$ cat src/rtl/uart_tx_arbiter.sv
// Round-robin sharing of one uart_tx among NumReq byte-stream requesters.
// Handshake: byte k moves on the cycle where i_req_valid[k] & o_req_ready[k]; ready is only offered to the owner.
module uart_tx_arbiter #(
   parameter int NumReq      = 4,
   parameter int DataLength  = 8,
   parameter int MaxBurst    = 16,
   parameter int IdleTimeout = 1024
) (
   input  logic                           i_clk,
   input  logic                           i_rst_n,
   input  logic [NumReq-1:0]              i_req_valid,
   input  logic [NumReq*DataLength-1:0]   i_req_data,
   input  logic [NumReq-1:0]              i_req_last,
   output logic [NumReq-1:0]              o_req_ready,
   output logic [NumReq-1:0]              o_grant,
   output logic [$clog2(NumReq)-1:0]      o_grant_id,
   output logic [DataLength-1:0]          o_tx_data,
   output logic                           o_tx_start,
   input  logic                           i_tx_busy,
   output logic [2:0]                     o_dbg_state
);

   localparam int IdW    = $clog2(NumReq);
   localparam int BurstW = $clog2(MaxBurst + 1);
   localparam int IdleW  = $clog2(IdleTimeout + 1);

   typedef enum logic [2:0] {
      IDLE  = 3'd0,
      HOLD  = 3'd1,
      START = 3'd2,
      ACK   = 3'd3,
      DRAIN = 3'd4
   } state_t;

   state_t                 state_q, state_d;
   logic [IdW-1:0]         ptr_q;
   logic [IdW-1:0]         pick_id;
   logic                   pick_found;
   logic                   last_q;
   logic [BurstW-1:0]      burst_q;
   logic [IdleW-1:0]       idle_cnt_q;
   logic [DataLength-1:0]  req_bytes [NumReq];
   logic                   owner_valid;
   logic                   xfer;
   logic                   timeout;
   logic                   burst_done;

   for (genvar k = 0; k < NumReq; k++) begin : g_unpack
      assign req_bytes[k] = i_req_data[k*DataLength +: DataLength];
   end

   // First valid requester scanning upward from the one after the last owner.
   always_comb begin
      int unsigned idx;
      logic [IdW-1:0] cand;
      idx        = 0;
      cand       = '0;
      pick_found = 1'b0;
      pick_id    = ptr_q;
      for (int i = 1; i <= NumReq; i++) begin
         idx  = (int'(ptr_q) + i) % NumReq;
         cand = IdW'(idx);
         if (!pick_found && i_req_valid[cand]) begin
            pick_found = 1'b1;
            pick_id    = cand;
         end
      end
   end

   assign owner_valid = i_req_valid[o_grant_id];
   assign xfer        = (state_q == HOLD) && owner_valid && !i_tx_busy;
   assign timeout     = (state_q == HOLD) && !owner_valid &&
                        (idle_cnt_q == IdleW'(IdleTimeout - 1));
   assign burst_done  = last_q || (burst_q == BurstW'(MaxBurst));
   assign o_req_ready = ((state_q == HOLD) && !i_tx_busy) ? (o_grant & i_req_valid) : '0;
   assign o_dbg_state = state_q;

   always_comb begin
      state_d = state_q;
      case (state_q)
         IDLE:    if (pick_found) state_d = HOLD;
         HOLD: begin
            if (xfer)         state_d = START;
            else if (timeout) state_d = IDLE;
         end
         START:   state_d = ACK;
         ACK:     if (i_tx_busy) state_d = DRAIN;
         DRAIN:   if (!i_tx_busy) state_d = burst_done ? IDLE : HOLD;
         default: state_d = IDLE;
      endcase
   end

   always_ff @(posedge i_clk or negedge i_rst_n) begin
      if (!i_rst_n) state_q <= IDLE;
      else          state_q <= state_d;
   end

   always_ff @(posedge i_clk or negedge i_rst_n) begin
      if (!i_rst_n) begin
         o_grant    <= '0;
         o_grant_id <= IdW'(NumReq - 1);
         ptr_q      <= IdW'(NumReq - 1);
         o_tx_data  <= '0;
         o_tx_start <= 1'b0;
         last_q     <= 1'b0;
         burst_q    <= '0;
         idle_cnt_q <= '0;
      end else begin
         o_tx_start <= (state_d == START);
         case (state_q)
            IDLE: begin
               if (pick_found) begin
                  o_grant          <= '0;
                  o_grant[pick_id] <= 1'b1;
                  o_grant_id       <= pick_id;
                  burst_q          <= '0;
                  idle_cnt_q       <= '0;
               end
            end
            HOLD: begin
               if (xfer) begin
                  o_tx_data <= req_bytes[o_grant_id];
                  last_q    <= i_req_last[o_grant_id];
                  burst_q   <= burst_q + 1'b1;
               end else if (timeout) begin
                  ptr_q   <= o_grant_id;
                  o_grant <= '0;
               end else if (!owner_valid) begin
                  idle_cnt_q <= idle_cnt_q + 1'b1;
               end
            end
            DRAIN: begin
               if (!i_tx_busy) begin
                  if (burst_done) begin
                     ptr_q   <= o_grant_id;
                     o_grant <= '0;
                  end else begin
                     idle_cnt_q <= '0;
                  end
               end
            end
            default: ;
         endcase
      end
   end

endmodule
$ cat config.mk
export PLATFORM = sky130hd
export DESIGN_NAME = uart_tx_arbiter
export DESIGN_NICKNAME = d
export VERILOG_FILES = /design/src/rtl/uart_tx_arbiter.sv
export SDC_FILE = /design/constraint.sdc
export NUM_CORES = 1
export LEC_CHECK = 0
export ABC_AREA = 1
export CORE_ASPECT_RATIO = 0.75
export CORE_MARGIN = 5
export CORE_UTILIZATION = 45
export DETAILED_ROUTE_END_ITERATION = 7
export HOLD_SLACK_MARGIN = 0.08
export PLACE_DENSITY = 0.74
export SYNTH_ARGS = -nofsm -noshare
export SYNTH_HDL_FRONTEND = slang
export SYNTH_SLANG_ARGS = --single-unit
$ cat constraint.sdc
create_clock -name i_clk -period 1.7 [get_ports i_clk]
set_clock_uncertainty 0.1 [all_clocks]
set_input_delay 0.34 -clock i_clk [delete_from_list [all_inputs] [get_ports i_clk]]
set_output_delay 0.34 -clock i_clk [all_outputs]
set_load 0.05 [all_outputs]
==> impl_metrics.prom, run 1 <==
# TYPE chip_impl_metric gauge
chip_impl_info{name="crit_slowest_cell",value="dfstp_2"} 1
chip_impl_info{name="cts-root-buf",value="clkbuf_8"} 1
chip_impl_metric{name="period_needed",unit="ns"} 1.86
chip_impl_info{name="ws_path_type",value="reg -> reg"} 1
chip_impl_metric{name="grt.total_usage",unit="%"} 21.9
chip_impl_metric{name="dr.pass1.iters",unit=""} 4
chip_impl_info{name="critPathCaptureType",value="flip-flop"} 1
chip_impl_info{name="setup_repair_after_global_routing_missed_its_margin",value="true"} 1
chip_impl_metric{name="synth_top_cell_area_share",unit="%"} 32.4
chip_impl_metric{name="post_synthesis_sequential_area_ratio",unit="%"} 36.5
chip_impl_metric{name="tightest_slew",unit="ns"} 0.376
chip_impl_metric{name="clock.fmax",unit="MHz"} 537
chip_impl_metric{name="layout.area.seq",unit="sq um"} 935
chip_impl_metric{name="path_clk_slew",unit="ns"} 0.08
chip_impl_metric{name="gpl.final_weighted_congestion",unit=""} 0.916
chip_impl_metric{name="max_cap_violations",unit=""} 0
chip_impl_metric{name="area_growth",unit="%"} 64.6
chip_impl_metric{name="cts.sinks",unit=""} 37
chip_impl_metric{name="antenna_found_initial",unit=""} 0
chip_impl_metric{name="synth_cell_types",unit=""} 32
chip_impl_metric{name="rel_slew_slack",unit="%"} 74.7
chip_impl_metric{name="timing.critical_path.arrival",unit="ns"} 1.94
chip_impl_metric{name="floorplan.initialDensity",unit="%"} 47.1
chip_impl_metric{name="syn-cell-area",unit="sq um"} 2550
chip_impl_metric{name="floorplan.io_pins",unit=""} 65
chip_impl_metric{name="buffer_ports.inserted",unit=""} 64
chip_impl_metric{name="finalSetupTns",unit="ns"} -2.92
chip_impl_metric{name="synth_mux_area_share",unit="%"} 0
chip_impl_metric{name="crit_required",unit="ns"} 1.78
chip_impl_metric{name="yosys_warnings",unit=""} 0
chip_impl_metric{name="drt-initial-drc-count",unit=""} 140
chip_impl_metric{name="chipWidth",unit="um"} 96.9
chip_impl_metric{name="fp.coreArea",unit="sq um"} 5410
chip_impl_metric{name="antenna_diode_count",unit=""} 0
chip_impl_metric{name="clk_latency",unit="ns"} 0.29
chip_impl_metric{name="fin_nets",unit=""} 545
chip_impl_info{name="rr_startpoint",value="ptr_q[0]"} 1
chip_impl_metric{name="pwr_density_cell",unit="nW/um^2"} 1820
chip_impl_info{name="worst_path_cell_chain",value="inv_4 -> nand2_1 -> nand2_2 -> buf_4 -> nand2_1 -> nand2_1 -> nand2_1 -> nand3_1 -> nand2_2 -> inv_1 -> nand2_1 -> nand2_1"} 1
chip_impl_info{name="synth_top_family_by_area",value="simple AND/OR/NAND/NOR gates"} 1
chip_impl_metric{name="rows",unit=""} 23
chip_impl_metric{name="synth-edff-count",unit=""} 0
chip_impl_metric{name="grt_pass1_vias",unit=""} 2813
chip_impl_metric{name="post_synth_inst_count",unit=""} 380
chip_impl_metric{name="routedWlPerCell",unit="um"} 14.6
chip_impl_metric{name="synth_compound_gate_area_share",unit="%"} 9.33
chip_impl_metric{name="grt_start_max_net_pins",unit=""} 38
chip_impl_metric{name="cts_buffer_depth",unit=""} 2
chip_impl_info{name="synth_area_leaders",value="dfrtp_1, nand2_1, nor2_1, o21ai_0, nand3_1"} 1
chip_impl_metric{name="hpwlAfterDp",unit="mm"} 6.00
chip_impl_metric{name="ctsHtreeMaxLevel",unit=""} 2
chip_impl_metric{name="p_leak",unit="uW"} 0.00199
chip_impl_metric{name="vdd.ir_drop.worst",unit="uV"} 940
chip_impl_metric{name="detail_route.vias_per_cell",unit=""} 5.18
chip_impl_metric{name="setup_violations",unit=""} 37
chip_impl_metric{name="drt_wl_total",unit="mm"} 8.41
chip_impl_metric{name="syn_nets",unit=""} 426
chip_impl_metric{name="global_route_wire_length_before_repair",unit="mm"} 12.8
chip_impl_metric{name="final_cells",unit=""} 575
chip_impl_metric{name="timing.critical_path.fanout_max",unit=""} 10
chip_impl_info{name="cts_tree",value="done"} 1
chip_impl_info{name="timing.critical_path.from",value="ptr_q[0]"} 1
chip_impl_info{name="critical_path.most_common_cell",value="nand2_1"} 1
chip_impl_info{name="timing.hold.worst.class",value="in -> async"} 1
chip_impl_metric{name="yosys.area_share.xor_xnor",unit="%"} 2.41
chip_impl_metric{name="cpPeakStageDelay",unit="ns"} 0.62
chip_impl_metric{name="die_footprint",unit="sq um"} 7280
chip_impl_metric{name="number_of_buffers_created_by_cts",unit=""} 5
chip_impl_metric{name="post_synth.cell_area_avg",unit="sq um"} 6.70
chip_impl_metric{name="synth_area_in_simple_gates",unit="%"} 42.4
chip_impl_metric{name="floorplan.die.height",unit="um"} 75.2
chip_impl_metric{name="synth-seq-cells",unit=""} 37
chip_impl_metric{name="fin_crit_sh",unit="%"} 109
chip_impl_info{name="status",value="finished, violations left"} 1
chip_impl_metric{name="postRouteAntennaNets",unit=""} 0
chip_impl_metric{name="vias",unit=""} 2980
chip_impl_metric{name="overflow",unit=""} 0
chip_impl_metric{name="multi_input_gate_area",unit="sq um"} 1590
chip_impl_metric{name="final-hold-violation-count",unit=""} 0
chip_impl_metric{name="filler_cell_count",unit=""} 411
chip_impl_info{name="yosys-top-cells-count",value="nand2_1, nor2_1, dfrtp_1, inv_1, o21ai_0"} 1
chip_impl_info{name="ys_dominant_reg_cell",value="dfrtp_1"} 1
chip_impl_metric{name="synth-adder-area-share",unit="%"} 1.47
chip_impl_metric{name="placed_cells_incl_taps",unit=""} 548
chip_impl_info{name="startpoint_type",value="flip-flop"} 1
chip_impl_info{name="synth_top_area_cell",value="dfrtp_1"} 1
chip_impl_metric{name="post-route-worst-setup-slack",unit="ns"} -0.161
chip_impl_metric{name="drv_slew",unit=""} 0
chip_impl_metric{name="synth-async-reset-ratio",unit="%"} 100
chip_impl_metric{name="route.detailed.drc",unit=""} 0
chip_impl_metric{name="drive_gt1_share",unit="%"} 29.8
chip_impl_info{name="failed_checks",value="setup timing"} 1
chip_impl_info{name="yosysMostFrequentCell",value="nand2_1"} 1
## per-stage QoR
step / power, uW / hold slack (ns) / setup WS (ns) / instance area, sq um / utilization, %
finish: 7630 / 0.426 / -0.161 / 4190 / 77.5
global route: 8100 / 0.453 / -0.262 / 4190 / 77.5
CTS: 7170 / 0.419 / -0.114 / 3990 / 73.7
detailed placement: 6360 / 0.220 / -0.448 / 3800 / 70.3
global placement: 6240 / 0.215 / -0.364 / 3800 / 70.3
floorplan: 4500 / -0.0556 / -0.0364 / 2680 / -
## kinds of logic (layout without fill, tap and decap cells)
group	Yosys count	in the layout
buf+inv	45	165
fa+ha+maj	3	3
simple gates	244	244
xor+xnor	7	7
flops	37	37
compound gates	44	44
## cells in the final DEF, fill, tap and decap left out, types with 9 or more instances in the layout
| master | synthesis | final |
|---|---|---|
| nand4_1 | 14 | 14 |
| clkdlybuf4s50_1 | 0 | 37 |
| buf_4 | 2 | 56 |
| nor2_1 | 70 | 61 |
| buf_12 | 0 | 20 |
| nand2_1 | 114 | 104 |
| nand2_2 | 8 | 13 |
| o21ai_0 | 24 | 21 |
| inv_1 | 27 | 22 |
| o21ai_1 | 7 | 9 |
| nand3_1 | 23 | 17 |
| dfrtp_1 | 33 | 30 |
## power by group
part           total (uW)  leakage, uW  switching (uW)  internal (uW)
combinational        5550      0.00148            3170           2370
clock                 602    0.0000422             314            288
sequential           1480     0.000464             283           1190
## flip-flops by register name (all words and copies together) (netlist names)
signal / cells
idle_cnt_q: 11
o_tx_data: 8
burst_q: 5
o_grant: 4
o_dbg_state: 3
o_grant_id: 2
ptr_q: 2
last_q: 1
o_tx_start: 1
## worst paths after layout
kind                                       to  slack (ns)  cells past startpoint
worst min-delay path            idle_cnt_q[6]        0.43                      3
min in group i_clk              idle_cnt_q[5]        0.43                      2
worst max-delay path               o_grant[1]       -0.16                     12
max in group asynchronous            ptr_q[1]        0.79                      3
worst max register to register     o_grant[1]       -0.16                     12
worst min register to register  idle_cnt_q[5]        0.43                      2
## final cells by class
type                       count  area share, %
clock buffer                   7           1.82
clock inverter                 1          0.119
inverter                      29           2.83
multi-input combinational    298           37.9
sequential                    37           22.3
tap                           75           2.24
timing repair buffer         128           32.8
## metal layers
layer / global-route usage (%) / wire, um
met2: 40.1 / 4260
met5: 0 / 0
met3: 4.72 / 464
met1: 26.5 / 3550
met4: 6.54 / 132
## worst max-delay path: cells and delay by family, from the launching register on
| kind | cells | cell delay, ns |
|---|---|---|
| DFF | 1 | 0.62 |
| buffers and inverters | 3 | 0.31 |
| and+or+nand+nor | 9 | 0.73 |
## repair_timing
item	4_1_cts	5_1_grt
pin swaps	2	10
endpoints found under the setup margin	30	37
resized for setup	18	23
endpoints found under the hold margin	33	0
gates cloned	0	3
hold buffers	1	0
setup buffers	5	10
No activity file was read; power rests on OpenSTA's default activity.
==> inputs of run 2 (changes only) <==
- CORE_MARGIN: 5 -> 3
==> impl_metrics.prom, run 2 (synthesis results as in run 1) <==
# TYPE chip_impl_metric gauge
chip_impl_info{name="status",value="finished, violations left"} 1
chip_impl_metric{name="fin_nets",unit=""} 538
chip_impl_metric{name="rel_slew_slack",unit="%"} 67.8
chip_impl_metric{name="floorplan.io_pins",unit=""} 65
chip_impl_metric{name="antenna_diode_count",unit=""} 0
chip_impl_metric{name="timing.critical_path.arrival",unit="ns"} 1.94
chip_impl_info{name="largest_registers",value="idle_cnt_q x11, o_tx_data x8, burst_q x5"} 1
chip_impl_metric{name="power.net_switching",unit="uW"} 3820
chip_impl_metric{name="vias",unit=""} 2893
chip_impl_metric{name="max_cap_violations",unit=""} 0
chip_impl_metric{name="drive_gt1_share",unit="%"} 30.0
chip_impl_metric{name="clock.fmax",unit="MHz"} 543
chip_impl_metric{name="grt.total_usage",unit="%"} 24.2
chip_impl_info{name="setup_repair_after_global_routing_missed_its_margin",value="true"} 1
chip_impl_metric{name="grt_start_max_net_pins",unit=""} 38
chip_impl_metric{name="power_frac_clock",unit="%"} 10.6
chip_impl_metric{name="global_route_wire_length_before_repair",unit="mm"} 12.8
chip_impl_metric{name="die_footprint",unit="sq um"} 6610
chip_impl_info{name="critPathCaptureType",value="flip-flop"} 1
chip_impl_metric{name="crit_required",unit="ns"} 1.80
chip_impl_info{name="top_register",value="idle_cnt_q"} 1
chip_impl_metric{name="grt_pass1_vias",unit=""} 2756
chip_impl_metric{name="antenna_found_initial",unit=""} 0
chip_impl_metric{name="p_leak",unit="uW"} 0.00194
chip_impl_metric{name="rows",unit=""} 23
chip_impl_metric{name="power_switching_share",unit="%"} 49.1
chip_impl_metric{name="period_needed",unit="ns"} 1.84
chip_impl_metric{name="chipWidth",unit="um"} 92.9
chip_impl_metric{name="overflow",unit=""} 0
chip_impl_metric{name="number_of_buffers_created_by_cts",unit=""} 5
chip_impl_info{name="cts-root-buf",value="clkbuf_8"} 1
chip_impl_metric{name="path_clk_slew",unit="ns"} 0.08
chip_impl_metric{name="clk_latency",unit="ns"} 0.31
chip_impl_metric{name="postRouteAntennaNets",unit=""} 0
chip_impl_metric{name="tightest_slew",unit="ns"} 0.483
chip_impl_metric{name="hpwlAfterDp",unit="mm"} 5.61
chip_impl_info{name="failed_checks",value="setup timing"} 1
chip_impl_info{name="cts_tree",value="done"} 1
chip_impl_metric{name="fin_crit_sh",unit="%"} 108
chip_impl_metric{name="cts_buffer_depth",unit=""} 2
chip_impl_metric{name="gpl.final_weighted_congestion",unit=""} 0.915
chip_impl_metric{name="floorplan.initialDensity",unit="%"} 47.1
chip_impl_metric{name="area_growth",unit="%"} 63.7
chip_impl_metric{name="p_int",unit="uW"} 3960
chip_impl_metric{name="post-route-worst-setup-slack",unit="ns"} -0.142
chip_impl_info{name="timing.hold.worst.class",value="reg -> reg"} 1
chip_impl_metric{name="route.detailed.drc",unit=""} 0
chip_impl_metric{name="drv_slew",unit=""} 0
chip_impl_metric{name="final-hold-violation-count",unit=""} 0
chip_impl_metric{name="fp.coreArea",unit="sq um"} 5410
chip_impl_metric{name="cts.sinks",unit=""} 37
chip_impl_info{name="startpoint_type",value="flip-flop"} 1
chip_impl_metric{name="setup_violations",unit=""} 27
chip_impl_metric{name="routedWlPerCell",unit="um"} 13.7
chip_impl_metric{name="fin_total_pwr",unit="uW"} 7770
chip_impl_metric{name="post-route-util",unit="%"} 77.1
chip_impl_info{name="mostFrequentLayoutCell",value="nand2_1"} 1
chip_impl_metric{name="timing.critical_path.fanout_max",unit=""} 9
chip_impl_metric{name="largest_register_ff_count",unit=""} 11
chip_impl_info{name="ws_path_type",value="reg -> reg"} 1
chip_impl_metric{name="comb_power_share",unit="%"} 70.8
chip_impl_metric{name="vdd.ir_drop.worst",unit="uV"} 983
chip_impl_metric{name="drt_wl_total",unit="mm"} 7.77
chip_impl_metric{name="pwr_density_cell",unit="nW/um^2"} 1860
chip_impl_metric{name="sequential_power_share",unit="%"} 18.5
chip_impl_metric{name="drt-initial-drc-count",unit=""} 156
chip_impl_metric{name="dr.pass1.iters",unit=""} 6
chip_impl_info{name="layout.cells.most_common_list",value="nand2_1, nor2_1, buf_4, clkdlybuf4s50_1, dfrtp_1"} 1
chip_impl_metric{name="floorplan.die.height",unit="um"} 71.2
chip_impl_metric{name="ctsHtreeMaxLevel",unit=""} 2
chip_impl_metric{name="detail_route.vias_per_cell",unit=""} 5.09
chip_impl_metric{name="buffer_ports.inserted",unit=""} 64
## run 2: what timing repair did
item                       in CTS  in global routing
resized for setup              29                 17
hold buffers                    1                  0
buffers inserted                8                  2
setup endpoints to repair      28                 39
pin swaps                       7                 10
hold endpoints to repair       33                  0
## run 2: area by class of cell
type | instances | area (sq um)
Clock buffer | 6 | 82.6
Clock inverter | 2 | 37.5
Fill cell | 420 | 1240
Inverter | 29 | 119
Multi-Input combinational cell | 298 | 1630
Sequential cell | 37 | 935
Tap cell | 75 | 93.8
Timing Repair Buffer | 121 | 1280
## run 2: final timing paths
| kind | from | end | slack [ns] | cells after the start |
|---|---|---|---|---|
| min in group asynchronous | i_rst_n | idle_cnt_q[7] | 0.50 | 3 |
| max reg2reg | ptr_q[0] | o_grant[3] | -0.14 | 13 |
| max in group asynchronous | i_rst_n | o_dbg_state[0] | 0.62 | 3 |
| min | idle_cnt_q[5] | idle_cnt_q[5] | 0.42 | 2 |
| min reg2reg | idle_cnt_q[5] | idle_cnt_q[5] | 0.42 | 2 |
| max | ptr_q[0] | o_grant[3] | -0.14 | 13 |
## run 2: per-layer routing
layer | wire length [um] | track usage (%)
met1 | 3370 | 31.3
met2 | 3670 | 39.2
met3 | 536 | 6.27
met4 | 189 | 8.94
met5 | 0 | 0
## run 2: worst max-delay path, stage by stage (launching register included)
cell and delay, ns:
dfstp_2 0.60, buf_12 0.13, nand2_1 0.06, nand2_2 0.10, nand2_2 0.08, nand2_4 0.11, buf_4 0.13, nand2_1 0.05
nand2_1 0.06, nand2_1 0.05, nand2_1 0.10, nor2_4 0.05, nand2_1 0.06, nand2_1 0.05
## run 2: power groups by stage
stage | Clock [uW] | Combinational [uW] | Sequential (uW)
final | 824 | 5510 | 1440
after global routing | 872 | 5930 | 1470
after CTS | 838 | 5320 | 1430
after detailed placement | 0 | 4860 | 1440
after global placement | 0 | 4800 | 1440
after floorplan | 0 | 2490 | 2010
## run 2: through the flow
stage	area [sq um]	setup slack (ns)	hold WS (ns)	TNS [ns]	instances
after floorplan	2680	-0.0364	-0.0556	-0.343	380
after global placement	3810	-0.396	0.313	-9.74	549
after detailed placement	3810	-0.449	0.319	-11.57	549
after CTS	4100	-0.104	0.416	-1.94	566
after global routing	4170	-0.251	0.444	-4.66	568
final	4170	-0.142	0.415	-2.30	568
==> inputs of run 3 (changes only) <==
- CORE_ASPECT_RATIO: 0.75 -> unset
==> impl_metrics.prom, run 3 (synthesis results as in run 1) <==
# TYPE chip_impl_metric gauge
chip_impl_info{name="status",value="finished, violations left"} 1
chip_impl_info{name="failed_checks",value="setup timing"} 1
chip_impl_metric{name="post-route-worst-setup-slack",unit="ns"} -0.167
chip_impl_info{name="timing.hold.worst.class",value="reg -> reg"} 1
chip_impl_metric{name="floorplan.die.height",unit="um"} 81.2
chip_impl_info{name="layout.cells.most_common_list",value="nand2_1, nor2_1, buf_4, clkdlybuf4s50_1, dfrtp_1"} 1
chip_impl_metric{name="placed_cells_incl_taps",unit=""} 537
chip_impl_metric{name="fin_crit_sh",unit="%"} 110
chip_impl_metric{name="area_growth",unit="%"} 59.8
chip_impl_metric{name="max_cap_violations",unit=""} 0
chip_impl_metric{name="grt_start_max_net_pins",unit=""} 38
chip_impl_info{name="largest_registers",value="idle_cnt_q x11, o_tx_data x8, burst_q x5"} 1
chip_impl_metric{name="floorplan.initialDensity",unit="%"} 48.0
chip_impl_metric{name="fin_nets",unit=""} 537
chip_impl_metric{name="drt_wl_total",unit="mm"} 7.84
chip_impl_metric{name="filler_cell_count",unit=""} 388
chip_impl_metric{name="final_cells",unit=""} 562
chip_impl_info{name="startpoint_type",value="flip-flop"} 1
chip_impl_metric{name="rows",unit=""} 26
chip_impl_metric{name="pwr_density_cell",unit="nW/um^2"} 1820
chip_impl_metric{name="vias",unit=""} 2883
chip_impl_metric{name="cts_buffer_depth",unit=""} 2
chip_impl_metric{name="holdPathStages",unit=""} 2
chip_impl_metric{name="detail_route.vias_per_cell",unit=""} 5.13
chip_impl_metric{name="drt-initial-drc-count",unit=""} 144
chip_impl_metric{name="final-hold-violation-count",unit=""} 0
chip_impl_metric{name="dr.pass1.iters",unit=""} 4
chip_impl_info{name="critPathCaptureType",value="flip-flop"} 1
chip_impl_metric{name="largest_register_ff_count",unit=""} 11
chip_impl_info{name="cts-root-buf",value="clkbuf_8"} 1
chip_impl_metric{name="drv_slew",unit=""} 0
chip_impl_metric{name="clock.fmax",unit="MHz"} 536
chip_impl_metric{name="reg2regPathDepth",unit=""} 12
chip_impl_metric{name="power_switching_share",unit="%"} 49.9
chip_impl_metric{name="fp.coreArea",unit="sq um"} 5300
chip_impl_metric{name="p_leak",unit="uW"} 0.00191
chip_impl_metric{name="grt.total_usage",unit="%"} 26.4
chip_impl_metric{name="multi_input_gate_area",unit="sq um"} 1590
chip_impl_info{name="top_register",value="idle_cnt_q"} 1
chip_impl_metric{name="path_clk_slew",unit="ns"} 0.07
chip_impl_info{name="cts_tree",value="done"} 1
chip_impl_metric{name="rel_slew_slack",unit="%"} 83.0
chip_impl_metric{name="p_int",unit="uW"} 3700
chip_impl_metric{name="clk_latency",unit="ns"} 0.29
chip_impl_metric{name="crit_required",unit="ns"} 1.83
chip_impl_metric{name="setup_violations",unit=""} 27
chip_impl_metric{name="ctsHtreeMaxLevel",unit=""} 2
chip_impl_metric{name="cts.sinks",unit=""} 37
chip_impl_metric{name="layout.area.seq",unit="sq um"} 935
chip_impl_metric{name="sequential_power_share",unit="%"} 20.1
chip_impl_metric{name="timing.critical_path.arrival",unit="ns"} 2.00
chip_impl_metric{name="period_needed",unit="ns"} 1.87
chip_impl_metric{name="vdd.ir_drop.worst",unit="uV"} 1230
chip_impl_metric{name="floorplan.io_pins",unit=""} 65
chip_impl_metric{name="grt_pass1_vias",unit=""} 2983
chip_impl_metric{name="die_footprint",unit="sq um"} 6600
chip_impl_metric{name="buffer_ports.inserted",unit=""} 64
chip_impl_metric{name="global_route_wire_length_before_repair",unit="mm"} 13.5
chip_impl_metric{name="fin_total_pwr",unit="uW"} 7390
chip_impl_info{name="setup_repair_after_global_routing_missed_its_margin",value="true"} 1
chip_impl_metric{name="detailed_place.area",unit="sq um"} 3750
chip_impl_metric{name="gpl.final_weighted_congestion",unit=""} 0.938
chip_impl_metric{name="drive_gt1_share",unit="%"} 29.5
chip_impl_metric{name="antenna_found_initial",unit=""} 0
chip_impl_metric{name="number_of_buffers_created_by_cts",unit=""} 5
chip_impl_metric{name="comb_power_share",unit="%"} 71.2
chip_impl_metric{name="hpwlAfterDp",unit="mm"} 5.51
chip_impl_metric{name="power.net_switching",unit="uW"} 3690
chip_impl_info{name="mostFrequentLayoutCell",value="nand2_1"} 1
chip_impl_metric{name="chipWidth",unit="um"} 81.2
chip_impl_metric{name="antenna_diode_count",unit=""} 0
chip_impl_metric{name="postRouteAntennaNets",unit=""} 0
chip_impl_info{name="ws_path_type",value="reg -> reg"} 1
chip_impl_metric{name="tightest_slew",unit="ns"} 0.253
chip_impl_metric{name="power_frac_clock",unit="%"} 8.7
chip_impl_metric{name="route.detailed.drc",unit=""} 0
chip_impl_metric{name="routedWlPerCell",unit="um"} 14.0
chip_impl_metric{name="overflow",unit=""} 0
chip_impl_metric{name="timing.critical_path.fanout_max",unit=""} 10
chip_impl_metric{name="fin_area",unit="sq um"} 4070
[run 3: cell count changes in the layout (fill, tap and decap cells not counted), sizes merged]
cell,before,now
dlygate4sd2,2,5
clkbuf,6,8
clkdlybuf4s50,38,36
buf,79,78
bufinv,1,0
clkinvlp,1,0
dlymetal6s2s,1,0
[run 3: layout make-up]
cell class	count	share of cell area, %
Clock buffer	8	2.21
Inverter	29	2.86
Multi-Input combinational cell	298	39.1
Sequential cell	37	23.0
Tap cell	70	2.15
Timing Repair Buffer	120	30.7
[run 3: path summary, 6_finish.rpt]
path / start / endpoint / slack [ns]
worst max-delay path: ptr_q[0] / o_grant[3] / -0.17
worst min-delay path: idle_cnt_q[10] / idle_cnt_q[10] / 0.40
worst max register to register: ptr_q[0] / o_grant[3] / -0.17
worst min register to register: idle_cnt_q[10] / idle_cnt_q[10] / 0.40
max in group asynchronous: i_rst_n / o_grant_id[0] / 0.79
min in group asynchronous: i_rst_n / idle_cnt_q[2] / 0.44
[run 3: timing repair]
action | CTS | global route
pin swaps | 6 | 4
endpoints found under the setup margin | 28 | 32
gates cloned | 1 | 0
hold buffers | 1 | 0
buffers inserted | 14 | 1
gates resized for setup | 32 | 9
endpoints found under the hold margin | 33 | 0
[run 3: critical path: stages (launching register included)]
cell and delay (ns):
dfstp_2 0.63, inv_4 0.09, nand2_2 0.08, nand2_2 0.08
nand2_2 0.09, nand2_4 0.08, nor2_8 0.13, nand2_2 0.08
nand2_1 0.09, nand2_1 0.07, nor2_1 0.14, nand2_1 0.08
nand2_1 0.07
[run 3: per-layer routing]
layer / vias up / global-route usage [%] / part of all wire [%]
met5: - / 0 / 0
li1: 1449 / - / -
met4: 0 / 10.1 / 2.1
met1: 1315 / 30.7 / 39
met2: 99 / 47.5 / 53
met3: 20 / 5.10 / 5.5
[run 3: stage by stage]
step	utilization (%)	TNS, ns	setup WS, ns	hold slack [ns]
after CTS	76.2	-2.48	-0.133	0.400
after floorplan	-	-0.343	-0.0364	-0.0556
after detailed placement	70.8	-11.44	-0.422	0.229
after global routing	76.8	-6.09	-0.323	0.450
final	76.8	-3.25	-0.167	0.398
after global placement	70.8	-10.53	-0.400	0.217
[run 3: power by group through the flow]
stage	Combinational [uW]	Sequential [uW]	Clock, uW
3_5_place_dp	4690	1500	0
6_report	5260	1480	642
4_1_cts	5150	1470	653
3_3_place_gp	4610	1490	0
2_1_floorplan	2490	2010	0
5_1_grt	5700	1520	690
